**config.mk**
```make
export PLATFORM = sky130hd
export DESIGN_NAME = multicycle_control_fsm_flat
export DESIGN_NICKNAME = d
export VERILOG_FILES = /design/src/rtl/arm_ctrl_pkg.sv /design/src/rtl/multicycle_control_fsm_if.sv /design/src/rtl/mc_output_decode.sv /design/src/rtl/multicycle_control_fsm.sv /design/src/flat_wrapper.sv
export SDC_FILE = /design/constraint.sdc
export NUM_CORES = 1
export LEC_CHECK = 0
export ABC_AREA = 1
export CORE_ASPECT_RATIO = 0.7
export CORE_MARGIN = 10
export CORE_UTILIZATION = 36
export DETAILED_ROUTE_END_ITERATION = 12
export PLACE_DENSITY = 0.73
export SLEW_MARGIN = 20
export SYNTH_ARGS = -nofsm -noshare
export SYNTH_HDL_FRONTEND = slang
export SYNTH_SLANG_ARGS = --single-unit
```
**constraint.sdc**
```tcl
create_clock -name clk -period 1.3 [get_ports clk]
set_input_delay 0.26 -clock clk [delete_from_list [all_inputs] [get_ports clk]]
set_output_delay 0.26 -clock clk [all_outputs]
set_load 0.05 [all_outputs]
```
**src/rtl/arm_ctrl_pkg.sv**
```systemverilog
// Shared types and encodings for the multicycle ARM control FSM.
// Holds the state enum, op-field and datapath mux-select encodings, and the control vector.
package arm_ctrl_pkg;

    typedef enum logic [3:0] {
        S_FETCH,
        S_DECODE,
        S_MEMADR,
        S_MEMRD,
        S_MEMWB,
        S_MEMWR,
        S_BASEWB,
        S_EXEC_R,
        S_EXEC_I,
        S_ALUWB,
        S_BRANCH
    } state_t;

    localparam logic [1:0] OP_DP    = 2'b00;
    localparam logic [1:0] OP_MEM   = 2'b01;
    localparam logic [1:0] OP_BR    = 2'b10;
    localparam logic [1:0] OP_UNDEF = 2'b11;

    localparam logic [1:0] SRCA_RN    = 2'b00;
    localparam logic [1:0] SRCA_PC    = 2'b01;

    localparam logic [1:0] SRCB_RM    = 2'b00;
    localparam logic [1:0] IMM_SEL    = 2'b01;
    localparam logic [1:0] PC_INC_SEL = 2'b10;

    localparam logic [1:0] RES_ALUOUT = 2'b00;
    localparam logic [1:0] RES_RDATA  = 2'b01;
    localparam logic [1:0] RES_ALU    = 2'b10;

    localparam logic [1:0] IMM_DP  = 2'b00;
    localparam logic [1:0] IMM_MEM = 2'b01;
    localparam logic [1:0] IMM_BR  = 2'b10;

    localparam logic [1:0] REGSRC_BR  = 2'b01;
    localparam logic [1:0] REGSRC_STR = 2'b10;

    typedef struct packed {
        logic       ir_w;
        logic       pc_w;
        logic       branch;
        logic       adr_src;
        logic [1:0] alu_src_a;
        logic [1:0] alu_src_b;
        logic       alu_op;
        logic [1:0] result_src;
        logic [1:0] imm_src;
        logic [1:0] reg_src;
        logic       reg_w;
        logic       mem_w;
        logic       post_idx;
        logic       undef;
    } ctrl_t;

endpackage

```
**src/rtl/multicycle_control_fsm_if.sv**
```systemverilog
// Bundle between the control FSM (master) and the instruction register / datapath (slave).
// The master consumes the decoded instruction fields and memory handshake, and drives every control line.
interface multicycle_control_fsm_if;

    logic [1:0] op;
    logic [5:0] funct;
    logic       cond_ex;
    logic       mem_ready;

    logic       ir_w;
    logic       pc_w;
    logic       branch;
    logic       adr_src;
    logic [1:0] alu_src_a;
    logic [1:0] alu_src_b;
    logic       alu_op;
    logic [1:0] result_src;
    logic [1:0] imm_src;
    logic [1:0] reg_src;
    logic       reg_w;
    logic       mem_w;
    logic       post_idx;
    logic       undef;

    modport master (
        input  op, funct, cond_ex, mem_ready,
        output ir_w, pc_w, branch, adr_src, alu_src_a, alu_src_b, alu_op,
               result_src, imm_src, reg_src, reg_w, mem_w, post_idx, undef
    );

    modport slave (
        output op, funct, cond_ex, mem_ready,
        input  ir_w, pc_w, branch, adr_src, alu_src_a, alu_src_b, alu_op,
               result_src, imm_src, reg_src, reg_w, mem_w, post_idx, undef
    );

endinterface

```
**src/rtl/mc_output_decode.sv**
```systemverilog
// Combinational state -> control-vector lookup for the multicycle control FSM.
// A few lines are qualified by live inputs (fetch handshake, store source, undefined op).
module mc_output_decode
    import arm_ctrl_pkg::*;
(
    input  state_t     state,
    input  logic [1:0] op,
    input  logic       reg_off,
    input  logic       is_load,
    input  logic       cond_ex,
    input  logic       mem_ready,
    input  logic       post_idx,
    output ctrl_t      ctrl
);

    always_comb begin
        ctrl = '0;
        case (state)
            S_FETCH: begin
                ctrl.alu_src_a  = SRCA_PC;
                ctrl.alu_src_b  = PC_INC_SEL;
                ctrl.result_src = RES_ALU;
                ctrl.ir_w       = mem_ready;
                ctrl.pc_w       = mem_ready;
            end
            S_DECODE: begin
                ctrl.alu_src_a  = SRCA_PC;
                ctrl.alu_src_b  = PC_INC_SEL;
                ctrl.result_src = RES_ALU;
                case (op)
                    OP_MEM: begin
                        ctrl.imm_src = IMM_MEM;
                        ctrl.reg_src = is_load ? 2'b00 : REGSRC_STR;
                    end
                    OP_BR: begin
                        ctrl.imm_src = IMM_BR;
                        ctrl.reg_src = REGSRC_BR;
                    end
                    default: ;
                endcase
                // A squashed instruction must not raise undef either.
                ctrl.undef = cond_ex && (op == OP_UNDEF);
            end
            S_MEMADR: begin
                ctrl.alu_src_a = SRCA_RN;
                ctrl.alu_src_b = reg_off ? SRCB_RM : IMM_SEL;
                ctrl.imm_src   = IMM_MEM;
                ctrl.post_idx  = post_idx;
            end
            S_MEMRD: begin
                ctrl.adr_src  = 1'b1;
                ctrl.post_idx = post_idx;
            end
            S_MEMWB: begin
                ctrl.result_src = RES_RDATA;
                ctrl.reg_w      = 1'b1;
                ctrl.post_idx   = post_idx;
            end
            S_MEMWR: begin
                ctrl.adr_src  = 1'b1;
                ctrl.reg_src  = REGSRC_STR;
                ctrl.mem_w    = 1'b1;
                ctrl.post_idx = post_idx;
            end
            S_BASEWB: begin
                ctrl.result_src = RES_ALUOUT;
                ctrl.reg_w      = 1'b1;
                ctrl.post_idx   = post_idx;
            end
            S_EXEC_R: begin
                ctrl.alu_src_a = SRCA_RN;
                ctrl.alu_src_b = SRCB_RM;
                ctrl.alu_op    = 1'b1;
                ctrl.imm_src   = IMM_DP;
            end
            S_EXEC_I: begin
                ctrl.alu_src_a = SRCA_RN;
                ctrl.alu_src_b = IMM_SEL;
                ctrl.alu_op    = 1'b1;
                ctrl.imm_src   = IMM_DP;
            end
            S_ALUWB: begin
                ctrl.result_src = RES_ALUOUT;
                ctrl.reg_w      = 1'b1;
            end
            S_BRANCH: begin
                ctrl.alu_src_a  = SRCA_RN;
                ctrl.reg_src    = REGSRC_BR;
                ctrl.alu_src_b  = IMM_SEL;
                ctrl.imm_src    = IMM_BR;
                ctrl.result_src = RES_ALU;
                ctrl.branch     = 1'b1;
                ctrl.pc_w       = 1'b1;
            end
            default: ;
        endcase
    end

endmodule

```
**src/rtl/multicycle_control_fsm.sv**
```systemverilog
// Main sequencing controller of the multicycle ARM core: steps each instruction through
// fetch/decode/execute/memory/writeback and drives the datapath controls.
module multicycle_control_fsm
    import arm_ctrl_pkg::*;
(
    input logic                      clk,
    input logic                      reset_n,
    multicycle_control_fsm_if.master bus
);

    state_t state;
    state_t next_state;
    logic   post_idx_q;
    ctrl_t  ctrl;
    ctrl_t  ctrl_out;
    logic   unused_funct_bits;

    assign unused_funct_bits = ^bus.funct[3:1];

    always_ff @(posedge clk or negedge reset_n) begin
        if (!reset_n) begin
            state      <= S_FETCH;
            post_idx_q <= 1'b0;
        end else begin
            state <= next_state;
            if (state == S_DECODE)
                post_idx_q <= ~bus.funct[4];
        end
    end

    always_comb begin
        next_state = state;
        case (state)
            S_FETCH:  if (bus.mem_ready) next_state = S_DECODE;
            S_DECODE: begin
                if (!bus.cond_ex) begin
                    next_state = S_FETCH;
                end else begin
                    case (bus.op)
                        OP_DP:   next_state = bus.funct[5] ? S_EXEC_I : S_EXEC_R;
                        OP_MEM:  next_state = S_MEMADR;
                        OP_BR:   next_state = S_BRANCH;
                        default: next_state = S_FETCH;
                    endcase
                end
            end
            S_MEMADR: next_state = bus.funct[0] ? S_MEMRD : S_MEMWR;
            S_MEMRD:  if (bus.mem_ready) next_state = S_MEMWB;
            S_MEMWB:  next_state = post_idx_q ? S_BASEWB : S_FETCH;
            S_MEMWR:  if (bus.mem_ready) next_state = post_idx_q ? S_BASEWB : S_FETCH;
            S_EXEC_R: next_state = S_ALUWB;
            S_EXEC_I: next_state = S_ALUWB;
            default:  next_state = S_FETCH;
        endcase
    end

    mc_output_decode u_output_decode (
        .state     (state),
        .op        (bus.op),
        .reg_off   (bus.funct[5]),
        .is_load   (bus.funct[0]),
        .cond_ex   (bus.cond_ex),
        .mem_ready (bus.mem_ready),
        .post_idx  (post_idx_q),
        .ctrl      (ctrl)
    );

    // Outputs drop to zero the moment reset asserts so no write can leak out mid-instruction.
    always_comb begin
        ctrl_out = reset_n ? ctrl : '0;
    end

    assign bus.ir_w       = ctrl_out.ir_w;
    assign bus.pc_w       = ctrl_out.pc_w;
    assign bus.branch     = ctrl_out.branch;
    assign bus.adr_src    = ctrl_out.adr_src;
    assign bus.alu_src_a  = ctrl_out.alu_src_a;
    assign bus.alu_src_b  = ctrl_out.alu_src_b;
    assign bus.alu_op     = ctrl_out.alu_op;
    assign bus.result_src = ctrl_out.result_src;
    assign bus.imm_src    = ctrl_out.imm_src;
    assign bus.reg_src    = ctrl_out.reg_src;
    assign bus.reg_w      = ctrl_out.reg_w;
    assign bus.mem_w      = ctrl_out.mem_w;
    assign bus.post_idx   = ctrl_out.post_idx;
    assign bus.undef      = ctrl_out.undef;

endmodule

```
**src/flat_wrapper.sv**
```systemverilog
// flat-port wrapper written by rule: the top's interface ports become plain ports
module multicycle_control_fsm_flat import arm_ctrl_pkg::*;
  (clk, reset_n, bus_op, bus_funct, bus_cond_ex, bus_mem_ready, bus_ir_w, bus_pc_w, bus_branch, bus_adr_src, bus_alu_src_a, bus_alu_src_b, bus_alu_op, bus_result_src, bus_imm_src, bus_reg_src, bus_reg_w, bus_mem_w, bus_post_idx, bus_undef);
  multicycle_control_fsm_if bus_i ();
  input logic clk;
  input logic reset_n;
  input wire logic [$bits(bus_i.op)-1:0] bus_op;
  input wire logic [$bits(bus_i.funct)-1:0] bus_funct;
  input wire logic [$bits(bus_i.cond_ex)-1:0] bus_cond_ex;
  input wire logic [$bits(bus_i.mem_ready)-1:0] bus_mem_ready;
  output wire logic [$bits(bus_i.ir_w)-1:0] bus_ir_w;
  output wire logic [$bits(bus_i.pc_w)-1:0] bus_pc_w;
  output wire logic [$bits(bus_i.branch)-1:0] bus_branch;
  output wire logic [$bits(bus_i.adr_src)-1:0] bus_adr_src;
  output wire logic [$bits(bus_i.alu_src_a)-1:0] bus_alu_src_a;
  output wire logic [$bits(bus_i.alu_src_b)-1:0] bus_alu_src_b;
  output wire logic [$bits(bus_i.alu_op)-1:0] bus_alu_op;
  output wire logic [$bits(bus_i.result_src)-1:0] bus_result_src;
  output wire logic [$bits(bus_i.imm_src)-1:0] bus_imm_src;
  output wire logic [$bits(bus_i.reg_src)-1:0] bus_reg_src;
  output wire logic [$bits(bus_i.reg_w)-1:0] bus_reg_w;
  output wire logic [$bits(bus_i.mem_w)-1:0] bus_mem_w;
  output wire logic [$bits(bus_i.post_idx)-1:0] bus_post_idx;
  output wire logic [$bits(bus_i.undef)-1:0] bus_undef;
  assign bus_i.op = bus_op;
  assign bus_i.funct = bus_funct;
  assign bus_i.cond_ex = bus_cond_ex;
  assign bus_i.mem_ready = bus_mem_ready;
  assign bus_ir_w = bus_i.ir_w;
  assign bus_pc_w = bus_i.pc_w;
  assign bus_branch = bus_i.branch;
  assign bus_adr_src = bus_i.adr_src;
  assign bus_alu_src_a = bus_i.alu_src_a;
  assign bus_alu_src_b = bus_i.alu_src_b;
  assign bus_alu_op = bus_i.alu_op;
  assign bus_result_src = bus_i.result_src;
  assign bus_imm_src = bus_i.imm_src;
  assign bus_reg_src = bus_i.reg_src;
  assign bus_reg_w = bus_i.reg_w;
  assign bus_mem_w = bus_i.mem_w;
  assign bus_post_idx = bus_i.post_idx;
  assign bus_undef = bus_i.undef;
  multicycle_control_fsm u_core (.clk(clk), .reset_n(reset_n), .bus(bus_i));
endmodule
```
==> results.toml, run 1 <==
[yosys]
mappedNetlistNets = 130
synth_area_per_cell_um2 = 6.00
post-synth-top-area-fraction_pct = 18.6
cell_taking_the_most_area_after_synthesis = "sky130_fd_sc_hd__dfrtp_1"
postSynthCellCount = 112
synthTopCellsByArea = "sky130_fd_sc_hd__dfrtp_1 19%, sky130_fd_sc_hd__nand2_1 18%, sky130_fd_sc_hd__ha_1 11%, sky130_fd_sc_hd__inv_1 7.3%, sky130_fd_sc_hd__nand3_1 6.7%"
synth-warning-count = 0
synth_seq_area_share_pct = 18.6
synth.cell_area_um2 = 672
synth.distinct_cells = 23
synth.ff_latch_count = 5

[clocking]
clockRootBuffer = "sky130_fd_sc_hd__clkbuf_4"
cts-buffers-inserted = 3
post-cts-setup-buffers = 5
numClockSinks = 5
htree_levels = 1
post_cts.resized_instances = 19
clock_path_buffers = 2
cts-hold-fix-buffers = 0

[floorplan]
design.portCount = 31
chipWidth_um = 71.6
rows = 12
floorplan.initialDensity_pct = 40.3
die_y_extent_um = 56.1

[placed_design]
gp_congestion = 0.874
placed_cell_area_um2 = 1530
numPortBuffers = 26
place_hpwl_um = 2460

[outcome]
failed_stage = "clock tree synthesis (4_1_cts)"
run.stop_error = "[ERROR DPL-0033] detailed placement checks failed during check placement."
status = "stopped before the end"
## through the flow
stage	hold WS [ns]	util (%)	setup TNS, ns	setup WS, ns	cells
2_1_floorplan	-0.0356	-	-2.77	-0.249	112
3_3_place_gp	0.506	91.7	-7.33	-0.515	184
3_5_place_dp	0.522	91.7	-7.93	-0.571	184
## cell families after synthesis
logic type               after synthesis  synth area share [%]
other                                  1                 0.558
AO/OA/AOI/OAI                         15                  11.7
flip-flops                             5                  18.6
adder cells (fa/ha/maj)                6                  11.2
buffers and inverters                 21                  13.4
AND/OR/NAND/NOR                       64                  44.5
## cell usage after synthesis (all sizes together)
cell type  count
nor2          15
nand4          3
ha             6
clkbuf         1
a31oi          1
nand2         35
conb           1
inv           16
nor3           1
a21oi          6
buf            3
clkinv         1
nand3         10
o21ai          7
o211ai         1
dfrtp          5
==> inputs of run 2 (changes only) <==
--- a/config.mk
+++ b/config.mk
@@ -6,11 +6,10 @@
 export NUM_CORES = 1
 export LEC_CHECK = 0
 export ABC_AREA = 1
-export CORE_ASPECT_RATIO = 0.7
-export CORE_MARGIN = 10
-export CORE_UTILIZATION = 36
+export CORE_AREA = 10 10 71 73
 export DETAILED_ROUTE_END_ITERATION = 12
-export PLACE_DENSITY = 0.73
+export DIE_AREA = 0 0 81 83
+export PLACE_DENSITY_LB_ADDON = 0.15
 export SLEW_MARGIN = 20
 export SYNTH_ARGS = -nofsm -noshare
 export SYNTH_HDL_FRONTEND = slang
==> constraint.sdc (replaced) <==
create_clock -name clk -period 1.7 [get_ports clk]
set_input_delay 0.34 -clock clk [delete_from_list [all_inputs] [get_ports clk]]
set_output_delay 0.34 -clock clk [all_outputs]
set_load 0.05 [all_outputs]
==> results.toml, run 2 <==
[cells_and_area]
fin_nets = 184
final_layout_size_suffix_gt1_share_pct = 58.2
diodes = 0
final-instance-count-excl-fill = 213
mostFrequentLayoutCell = "sky130_fd_sc_hd__nand2_1"
top_library_cells_by_usage_in_the_layout_fill_and_taps_aside = "28 x sky130_fd_sc_hd__nand2_1, 25 x sky130_fd_sc_hd__buf_4, 18 x sky130_fd_sc_hd__buf_12"
post-route-util_pct = 43.3
largestRegisters = "u_core.state: 4 flops, u_core.post_idx_q: 1 flops"
largest_reg_flops = 4
fillCellCount = 392
top_register = "u_core.state"
syn2layout_area_growth_pct = 134

[yosys]
post-synth-top-area-fraction_pct = 18.6
postSynthCellCount = 112
synth_area_per_cell_um2 = 6.00
synth.distinct_cells = 23
cell_taking_the_most_area_after_synthesis = "sky130_fd_sc_hd__dfrtp_1"
synth-warning-count = 0
number_of_synthesized_flops_with_an_enable_pin = 0
synthFlopType = "sky130_fd_sc_hd__dfrtp_1"
mappedNetlistNets = 130
share_of_flip_flops_with_an_asynchronous_set_or_reset_pct = 100
synthMostInstantiatedCell = "sky130_fd_sc_hd__nand2_1"
synthTopCellsByArea = "sky130_fd_sc_hd__dfrtp_1 19%, sky130_fd_sc_hd__nand2_1 18%, sky130_fd_sc_hd__ha_1 11%, sky130_fd_sc_hd__inv_1 7.3%, sky130_fd_sc_hd__nand3_1 6.7%"
synth_seq_area_share_pct = 18.6
synth.cell_area_um2 = 672
synth.ff_latch_count = 5
synth.cells.most_frequent = "32 x sky130_fd_sc_hd__nand2_1, 13 x sky130_fd_sc_hd__inv_1, 11 x sky130_fd_sc_hd__nor2_1, 9 x sky130_fd_sc_hd__nand3_1"

[power]
power-per-cell-area_nw_per_um2 = 1420
vdd_drop_max_v = 0.000475
cellLeakagePower_uw = 0.000718

[critical_path]
path_class = "flop to output pin"
critPathMaxFanout = 5
crit_path_start_kind = "flop"
critical_path_sink_type = "output pin"
cp.arrival_ns = 1.46
required_ns = 1.36

[global_route]
grt_remaining_overflow = 0
grt_use_total_pct = 7.30
number_of_antenna_violations_at_the_first_check_in_global_routing = 0
maximum_number_of_pins_on_one_net_before_global_route_repair = 9
grt_pass1_vias = 918
grt_first_pass_wirelength_um = 4040

[sta]
layout_worst_path_cycle_share_pct = 106
finalWorstPathRequiredPeriod_ns = 1.80
clock.fmax_mhz = 556
post-route-worst-setup-slack_ns = -0.0993
setup_repair_after_global_routing_missed_its_margin = "true"
timing.clock.skew_ns = 0.0000969
final-setup-viol-count = 15
report.final.slew_viol_count = 0
report.final.hold_viol_count = 0

[route]
remaining_drc_errors = 0
wl_per_cell_um = 11.9
drt_pass1_iterations = 3
dr.first_iter.drc_count = 27
ant_nets = 0
vias_per_cell = 4.11
postRouteWirelength_um = 2530
num_vias = 875

[outcome]
status = "finished, violations left"
violations = "setup timing"

[placed_design]
numPortBuffers = 26
dpl.cell_count = 199
place_hpwl_um = 2120
gp_congestion = 0.838

[floorplan]
fp.coreArea_um2 = 3630
die_y_extent_um = 83
die-area_um2 = 6720
floorplan.initialDensity_pct = 18.5
design.portCount = 31
rows = 22
chipWidth_um = 81

[clocking]
cts-hold-fix-buffers = 0
clk-insertion-delay-late_ns = 0.22
cts_tree = "yes"
clockRootBuffer = "sky130_fd_sc_hd__clkbuf_8"
cts-buffers-inserted = 3
numClockSinks = 5
clock_path_buffers = 2
htree_levels = 1
cts.clk_slew.worst_paths_ns = 0.04

[flow_run]
cap_viol_max_count = 0

[hold_path]
hold_class = "input pin to asynchronous set/reset pin"
[run 2: cell counts after synthesis]
Identical to the previous run, type by type.
[run 2: path summary, 6_finish.rpt]
check,startpoint,end,slack (ns),cells past startpoint
max in group asynchronous,reset_n,u_core.state[3]$_DFFE_PN0P_,1.21,2
worst max-delay path,u_core.state[1]$_DFFE_PN0P_,bus_alu_op,-0.1,7
worst min register to register,u_core.post_idx_q$_DFFE_PN0N_,u_core.post_idx_q$_DFFE_PN0N_,0.52,2
min in group clk,u_core.post_idx_q$_DFFE_PN0N_,u_core.post_idx_q$_DFFE_PN0N_,0.52,2
worst max register to register,u_core.state[0]$_DFFE_PN0P_,u_core.state[2]$_DFFE_PN0P_,0.34,8
worst min-delay path,reset_n,u_core.state[0]$_DFFE_PN0P_,0.37,2
[run 2: what timing repair did]
item | CTS | global route
resized for setup | 26 | 11
setup endpoints to repair | 18 | 18
setup buffers | 7 | 3
pin swaps | 10 | 6
[run 2: critical path, cell delays in order, from the launching register on]
cell and delay, ns:
sky130_fd_sc_hd__dfrtp_2 0.45, sky130_fd_sc_hd__inv_4 0.09, sky130_fd_sc_hd__buf_6 0.11, sky130_fd_sc_hd__nand2_2 0.08, sky130_fd_sc_hd__nor2_2 0.14, sky130_fd_sc_hd__nor2_2 0.06, sky130_fd_sc_hd__nor2_2 0.16, sky130_fd_sc_hd__buf_12 0.15
[run 2: kinds of logic after synthesis]
group	synth area share, %
AOI/OAI and AO/OA	11.7
adders and majority gates	11.2
buffers and inverters	13.4
DFF	18.6
other	0.558
and+or+nand+nor	44.5
[run 2: report_power, final]
part	total, µW	leakage, µW	internal [µW]	switching (µW)
registers	253	0.0000607	175	78.2
logic	1760	0.000632	762	995
clock network	217	0.0000255	157	59.7
total	2230	0.000718	1090	1130
[run 2: area by class of cell]
cell class / instances / area (µm²) / area share, %
well taps: 48 / 60.1 / 3.82
multi-input cells: 86 / 622 / 39.5
clock buffers: 3 / 41.3 / 2.63
clock inverters: 1 / 5.00 / 0.318
inverters: 17 / 68.8 / 4.38
flip-flops and latches: 5 / 129 / 8.19
repair buffers: 53 / 647 / 41.1
[run 2: metrics by stage]
step | cell area (µm²) | power [µW] | worst slack (ns) | hold slack, ns | TNS (ns)
after CTS | 1510 | 2140 | -0.103 | 0.314 | -1.01
after floorplan | 748 | 1140 | -0.164 | 0.0444 | -0.321
after global placement | 1340 | 1710 | -0.307 | 0.519 | -3.45
final | 1570 | 2230 | -0.0993 | 0.370 | -0.987
after detailed placement | 1340 | 1710 | -0.327 | 0.513 | -3.42
after global routing | 1570 | 2380 | -0.173 | 0.369 | -2.08
[run 2: routing by layer]
metal | GRT usage, % | up-vias | wire length [µm]
met4 | 2.35 | 0 | 0
met2 | 13.4 | 17 | 1390
met3 | 2.37 | 0 | 121
li1 | - | 456 | -
met5 | 0 | - | 0
met1 | 7.38 | 402 | 1020
Power figures use the tool's default switching activity.
==> inputs of run 3 (changes only) <==
--- a/config.mk
+++ b/config.mk
@@ -13,4 +13,5 @@
 export SLEW_MARGIN = 20
 export SYNTH_ARGS = -nofsm -noshare
 export SYNTH_HDL_FRONTEND = slang
+export SYNTH_HIERARCHICAL = 1
 export SYNTH_SLANG_ARGS = --single-unit
==> results.toml, run 3 <==
[yosys]
post_synth_fa_ha_maj_area_fraction_pct = 7.40
postSynthCellCount = 160
synthFlopType = "sky130_fd_sc_hd__dfrtp_1"
cell_taking_the_most_area_after_synthesis = "sky130_fd_sc_hd__nand2_1"
synth.cells.most_frequent = "47 x sky130_fd_sc_hd__nand2_1, 41 x sky130_fd_sc_hd__inv_1, 18 x sky130_fd_sc_hd__nor2_1, 8 x sky130_fd_sc_hd__nand3_1, 6 x sky130_fd_sc_hd__nand2_2"
mappedNetlistNets = 177
synth-warning-count = 6
synthTopCellsByArea = "sky130_fd_sc_hd__nand2_1 21%, sky130_fd_sc_hd__inv_1 18%, sky130_fd_sc_hd__dfrtp_1 15%, sky130_fd_sc_hd__nor2_1 8.0%, sky130_fd_sc_hd__ha_1 7.4%"
synthMuxAreaShare_pct = 0
synth.cell_area_um2 = 846
synth_area_per_cell_um2 = 5.29
synth.ff_latch_count = 5
synth_simple_gate_area_share_pct = 45.7
synthMostInstantiatedCell = "sky130_fd_sc_hd__nand2_1"
number_of_synthesized_flops_with_an_enable_pin = 0
share_of_flip_flops_with_an_asynchronous_set_or_reset_pct = 100
synth_seq_area_share_pct = 14.8
synth_top_family_by_area = "simple AND/OR/NAND/NOR gates"
synth.distinct_cells = 25
synth_area_in_compound_gates_pct = 8.73
post-synth-top-area-fraction_pct = 20.9
xor_xnor_fraction_of_synth_area_pct = 0

[power]
netSwitchingFraction_pct = 52.2
pwr-share-comb_pct = 79.7
power.sequential.fraction_pct = 11.7
post-layout-total-power_uw = 2480
p_switching_uw = 1290
clock_power_share_pct = 8.6
vdd_drop_max_v = 0.000682
power-per-cell-area_nw_per_um2 = 1510
cellLeakagePower_uw = 0.000936
cellInternalPower_uw = 1190

[sta]
report.final.slew_viol_count = 0
post-route-worst-setup-slack_ns = -0.0753
layout_worst_path_cycle_share_pct = 104
clock.fmax_mhz = 563
holdWs_ns = 0.405
setup_repair_after_global_routing_missed_its_margin = "true"
report.final.hold_viol_count = 0
final-setup-viol-count = 8
timing.clock.skew_ns = 0.000174
finalWorstPathRequiredPeriod_ns = 1.78

[critical_path]
r2r_slack_ns = 0.33
reg2reg_to = "u_core/state[2]$_DFFE_PN0P_"
required_ns = 1.36
path_class = "flop to output pin"
r2r_cells = 7
r2r-start = "u_core/state[2]$_DFFE_PN0P_"
critical_path_sink_type = "output pin"
crit_path_start_kind = "flop"
critPathMaxFanout = 4
cp.arrival_ns = 1.44

[floorplan]
rows = 22
floorplan.initialDensity_pct = 23.3
design.portCount = 31
fp.coreArea_um2 = 3630
die-area_um2 = 6720
chipWidth_um = 81
die_y_extent_um = 83

[cells_and_area]
fin_nets = 223
largest_reg_flops = 4
final_layout_size_suffix_gt1_share_pct = 45.9
mostFrequentLayoutCell = "sky130_fd_sc_hd__nand2_1"
top_library_cells_by_usage_in_the_layout_fill_and_taps_aside = "39 x sky130_fd_sc_hd__nand2_1, 25 x sky130_fd_sc_hd__inv_1, 19 x sky130_fd_sc_hd__buf_12"
largestRegisters = "u_core/state: 4 flops, u_core/post_idx_q: 1 flops"
syn2layout_area_growth_pct = 93.8
final-instance-count-excl-fill = 253
fillCellCount = 378
top_register = "u_core/state"
diodes = 0

[clocking]
numClockSinks = 5
clock_path_buffers = 2
cts-hold-fix-buffers = 0
clk-insertion-delay-late_ns = 0.22
cts-buffers-inserted = 3
cts.clk_slew.worst_paths_ns = 0.03
htree_levels = 1
clockRootBuffer = "sky130_fd_sc_hd__clkbuf_8"
cts_tree = "yes"

[global_route]
number_of_antenna_violations_at_the_first_check_in_global_routing = 0
maximum_number_of_pins_on_one_net_before_global_route_repair = 21
grt_use_total_pct = 7.40
grt_pass1_vias = 999
grt_first_pass_wirelength_um = 4200
grt_remaining_overflow = 0

[outcome]
status = "finished, violations left"
violations = "setup timing"

[flow_run]
cap_viol_max_count = 0

[placed_design]
numPortBuffers = 26
gp_congestion = 0.880
place_hpwl_um = 2150
dpl.cell_count = 243
pre_cts_ws_ns = -0.495

[route]
dr.first_iter.drc_count = 60
highest_layer = "met4"
postRouteWirelength_um = 2740
wl_met1_um = 1160
vias_per_cell = 4.04
ant_nets = 0
drt_pass1_iterations = 4
met2_wirelength_um = 1390
wl_per_cell_um = 10.8
routed-wl-met3_um = 183
num_vias = 1023
remaining_drc_errors = 0

[hold_path]
hold_class = "input pin to asynchronous set/reset pin"
[run 3: area by class of cell]
cell class / instances / area (µm²) / area share [%]
clock buffers: 4 / 45.0 / 2.75
inverters: 45 / 178 / 10.8
multi-input cells: 106 / 607 / 37.0
flip-flops and latches: 5 / 130 / 7.94
well taps: 48 / 60.1 / 3.66
repair buffers: 45 / 619 / 37.8
[run 3: how the worst max path moves through the flow]
stage,startpoint,to,cells after the start
2_1_floorplan,bus_op[0],bus_reg_src[1],6
3_3_place_gp,bus_op[0],bus_reg_src[1],8
3_5_place_dp,bus_op[0],bus_reg_src[1],8
4_1_cts,u_core/state[2]$_DFFE_PN0P_,bus_post_idx,9
5_1_grt,u_core/state[1]$_DFFE_PN0P_,bus_post_idx,10
6_report,u_core/state[3]$_DFFE_PN0P_,bus_reg_src[1],8
[run 3: kinds of logic after synthesis]
kind of cell               Yosys count
AOI/OAI and AO/OA                   12
adders and majority gates            5
buffers and inverters               49
DFF                                  5
other                                1
and+or+nand+nor                     88
[run 3: what timing repair did]
item                       in CTS  in global routing
setup endpoints to repair      11                 18
buffers inserted                2                  3
pin swaps                       5                 11
gates cloned                    0                  1
gates resized for setup        17                 37
[run 3: metal layers]
| layer | global-route usage (%) | vias to the layer above |
|---|---|---|
| met5 | 0 | - |
| met4 | 1.88 | 0 |
| met3 | 2.59 | 2 |
| met2 | 13.1 | 27 |
| met1 | 7.98 | 442 |
| li1 | - | 552 |
[run 3: critical path, stage by stage (launching register included)]
cell and delay [ns]:
sky130_fd_sc_hd__dfrtp_2 0.46, sky130_fd_sc_hd__inv_4 0.11, sky130_fd_sc_hd__nand2_4 0.07, sky130_fd_sc_hd__nor2_4 0.10, sky130_fd_sc_hd__nand2_2 0.06, sky130_fd_sc_hd__o21ai_2 0.12, sky130_fd_sc_hd__nand2_2 0.08, sky130_fd_sc_hd__clkinvlp_4 0.08
sky130_fd_sc_hd__buf_12 0.13
[run 3: stage by stage]
step / instance area (µm²) / util [%] / TNS, ns
3_3_place_gp: 1440 / 39.5 / -1.06
2_1_floorplan: 850 / - / 0
4_1_cts: 1520 / 41.7 / -0.685
6_report: 1640 / 45.1 / -0.234
3_5_place_dp: 1440 / 39.5 / -1.16
5_1_grt: 1640 / 45.1 / -1.32
[run 3: power by group through the flow]
stage	clock [µW]	combinational, µW	sequential [µW]
after detailed placement	0	1750	260
after global placement	0	1720	257
after floorplan	0	1050	272
after CTS	220	1830	259
after global routing	232	2150	306
final	213	1980	291
==> inputs of run 4 (changes only) <==
--- a/config.mk
+++ b/config.mk
@@ -9,6 +9,7 @@
 export CORE_AREA = 10 10 71 73
 export DETAILED_ROUTE_END_ITERATION = 12
 export DIE_AREA = 0 0 81 83
+export MAX_ROUTING_LAYER = met4
 export PLACE_DENSITY_LB_ADDON = 0.15
 export SLEW_MARGIN = 20
 export SYNTH_ARGS = -nofsm -noshare
==> results.toml, run 4 (synthesized netlist as in run 3, its figures left out) <==
[outcome]
status = "finished, violations left"
violations = "setup timing"

[clocking]
numClockSinks = 5
clk-insertion-delay-late_ns = 0.22
cts.clk_slew.worst_paths_ns = 0.03
cts-hold-fix-buffers = 0
clockRootBuffer = "sky130_fd_sc_hd__clkbuf_8"
htree_levels = 1
cts_tree = "yes"
clock_path_buffers = 2
cts-buffers-inserted = 3

[power]
pwr-share-comb_pct = 79.7
cellLeakagePower_uw = 0.000936
power-per-cell-area_nw_per_um2 = 1510
clock_power_share_pct = 8.6
netSwitchingFraction_pct = 52.2
p_switching_uw = 1300
post-layout-total-power_uw = 2480
cellInternalPower_uw = 1190
power.sequential.fraction_pct = 11.7
vdd_drop_max_v = 0.000685

[route]
vias_per_cell = 4.06
wl_per_cell_um = 10.9
dr.first_iter.drc_count = 64
drt_pass1_iterations = 4
remaining_drc_errors = 0
postRouteWirelength_um = 2750
num_vias = 1026
ant_nets = 0

[cells_and_area]
fin_area_um2 = 1640
top_library_cells_by_usage_in_the_layout_fill_and_taps_aside = "39 x sky130_fd_sc_hd__nand2_1, 25 x sky130_fd_sc_hd__inv_1, 19 x sky130_fd_sc_hd__buf_12"
final_layout_size_suffix_gt1_share_pct = 45.9
top_register = "u_core/state"
fillCellCount = 378
syn2layout_area_growth_pct = 93.8
final-instance-count-excl-fill = 253
diodes = 0
largest_reg_flops = 4
largestRegisters = "u_core/state: 4 flops, u_core/post_idx_q: 1 flops"
mostFrequentLayoutCell = "sky130_fd_sc_hd__nand2_1"
fin_nets = 223

[placed_design]
gp_congestion = 0.895
numPortBuffers = 26
placed_cell_area_um2 = 1440
place_hpwl_um = 2150
pre_cts_ws_ns = -0.495
dpl.cell_count = 243

[critical_path]
critPathMaxFanout = 4
crit_path_start_kind = "flop"
r2r_cells = 7
required_ns = 1.36
r2r-start = "u_core/state[2]$_DFFE_PN0P_"
critical_path_sink_type = "output pin"
path_class = "flop to output pin"
reg2reg_to = "u_core/state[1]$_DFFE_PN0P_"
r2r_slack_ns = 0.33
cp.arrival_ns = 1.43

[global_route]
grt_use_total_pct = 7.59
grt_first_pass_wirelength_um = 4200
grt_pass1_vias = 999
number_of_antenna_violations_at_the_first_check_in_global_routing = 0
maximum_number_of_pins_on_one_net_before_global_route_repair = 21
grt_remaining_overflow = 0

[floorplan]
chipWidth_um = 81
die_y_extent_um = 83
die-area_um2 = 6720
floorplan.initialDensity_pct = 23.3
fp.coreArea_um2 = 3630
rows = 22
design.portCount = 31

[sta]
report.final.hold_viol_count = 0
layout_worst_path_cycle_share_pct = 104
holdWs_ns = 0.404
final-setup-viol-count = 8
post-route-worst-setup-slack_ns = -0.0740
finalWorstPathRequiredPeriod_ns = 1.77
clock.fmax_mhz = 564
report.final.slew_viol_count = 0
setup_repair_after_global_routing_missed_its_margin = "true"
timing.clock.skew_ns = 0.000178

[flow_run]
cap_viol_max_count = 0

[hold_path]
hold_class = "input pin to asynchronous set/reset pin"
-- run 4: cell counts in the layout (fill, tap and decap cells not counted) --
Identical to the previous run, type by type.
-- run 4: how the worst max path moves through the flow --
| stage | from | to | slack (ns) | depth (start not counted) |
|---|---|---|---|---|
| 2_1_floorplan | bus_op[0] | bus_reg_src[1] | 0.05 | 6 |
| 3_3_place_gp | bus_op[0] | bus_reg_src[1] | -0.49 | 8 |
| 3_5_place_dp | bus_op[0] | bus_reg_src[1] | -0.50 | 8 |
| 4_1_cts | u_core/state[2]$_DFFE_PN0P_ | bus_post_idx | -0.10 | 9 |
| 5_1_grt | u_core/state[1]$_DFFE_PN0P_ | bus_post_idx | -0.17 | 10 |
| 6_report | u_core/state[3]$_DFFE_PN0P_ | bus_reg_src[1] | -0.07 | 8 |
-- run 4: critical path, stage by stage, from the launching register on --
cell	delay, ns
sky130_fd_sc_hd__dfrtp_2	0.46
sky130_fd_sc_hd__inv_4	0.11
sky130_fd_sc_hd__nand2_4	0.07
sky130_fd_sc_hd__nor2_4	0.10
sky130_fd_sc_hd__nand2_2	0.06
sky130_fd_sc_hd__o21ai_2	0.12
sky130_fd_sc_hd__nand2_2	0.08
sky130_fd_sc_hd__clkinvlp_4	0.08
sky130_fd_sc_hd__buf_12	0.13
-- run 4: what timing repair did --
| item | 4_1_cts | 5_1_grt |
|---|---|---|
| buffers inserted | 2 | 3 |
| setup endpoints to repair | 11 | 18 |
| gates cloned | 0 | 1 |
| resized for setup | 17 | 37 |
| pin swaps | 5 | 11 |
-- run 4: cell type report --
| class | count | area (µm²) | share of cell area, % |
|---|---|---|---|
| inverters | 45 | 178 | 10.8 |
| well taps | 48 | 60.1 | 3.66 |
| clock buffers | 4 | 45.0 | 2.75 |
| repair buffers | 45 | 619 | 37.8 |
| flip-flops and latches | 5 | 130 | 7.94 |
| multi-input cells | 106 | 607 | 37.0 |
-- run 4: per-layer routing --
layer / routed length [µm] / GRT usage, % / vias up
met5: 0 / - / -
met4: 9 / 1.88 / 0
met3: 172 / 2.48 / 2
met2: 1390 / 13.1 / 27
met1: 1180 / 8.04 / 445
li1: - / - / 552
-- run 4: per-stage QoR --
stage                     utilization, %  TNS, ns
after global placement              39.5    -1.06
after floorplan                        -        0
after global routing                45.1    -1.32
after CTS                           41.7   -0.685
after detailed placement            39.5    -1.16
final                               45.1   -0.233
-- run 4: power by group through the flow --
stage                     clock network (µW)  logic [µW]  registers, µW
after detailed placement                   0        1750            260
after floorplan                            0        1050            272
final                                    213        1980            291
after CTS                                220        1830            259
after global placement                     0        1720            257
after global routing                     232        2150            306
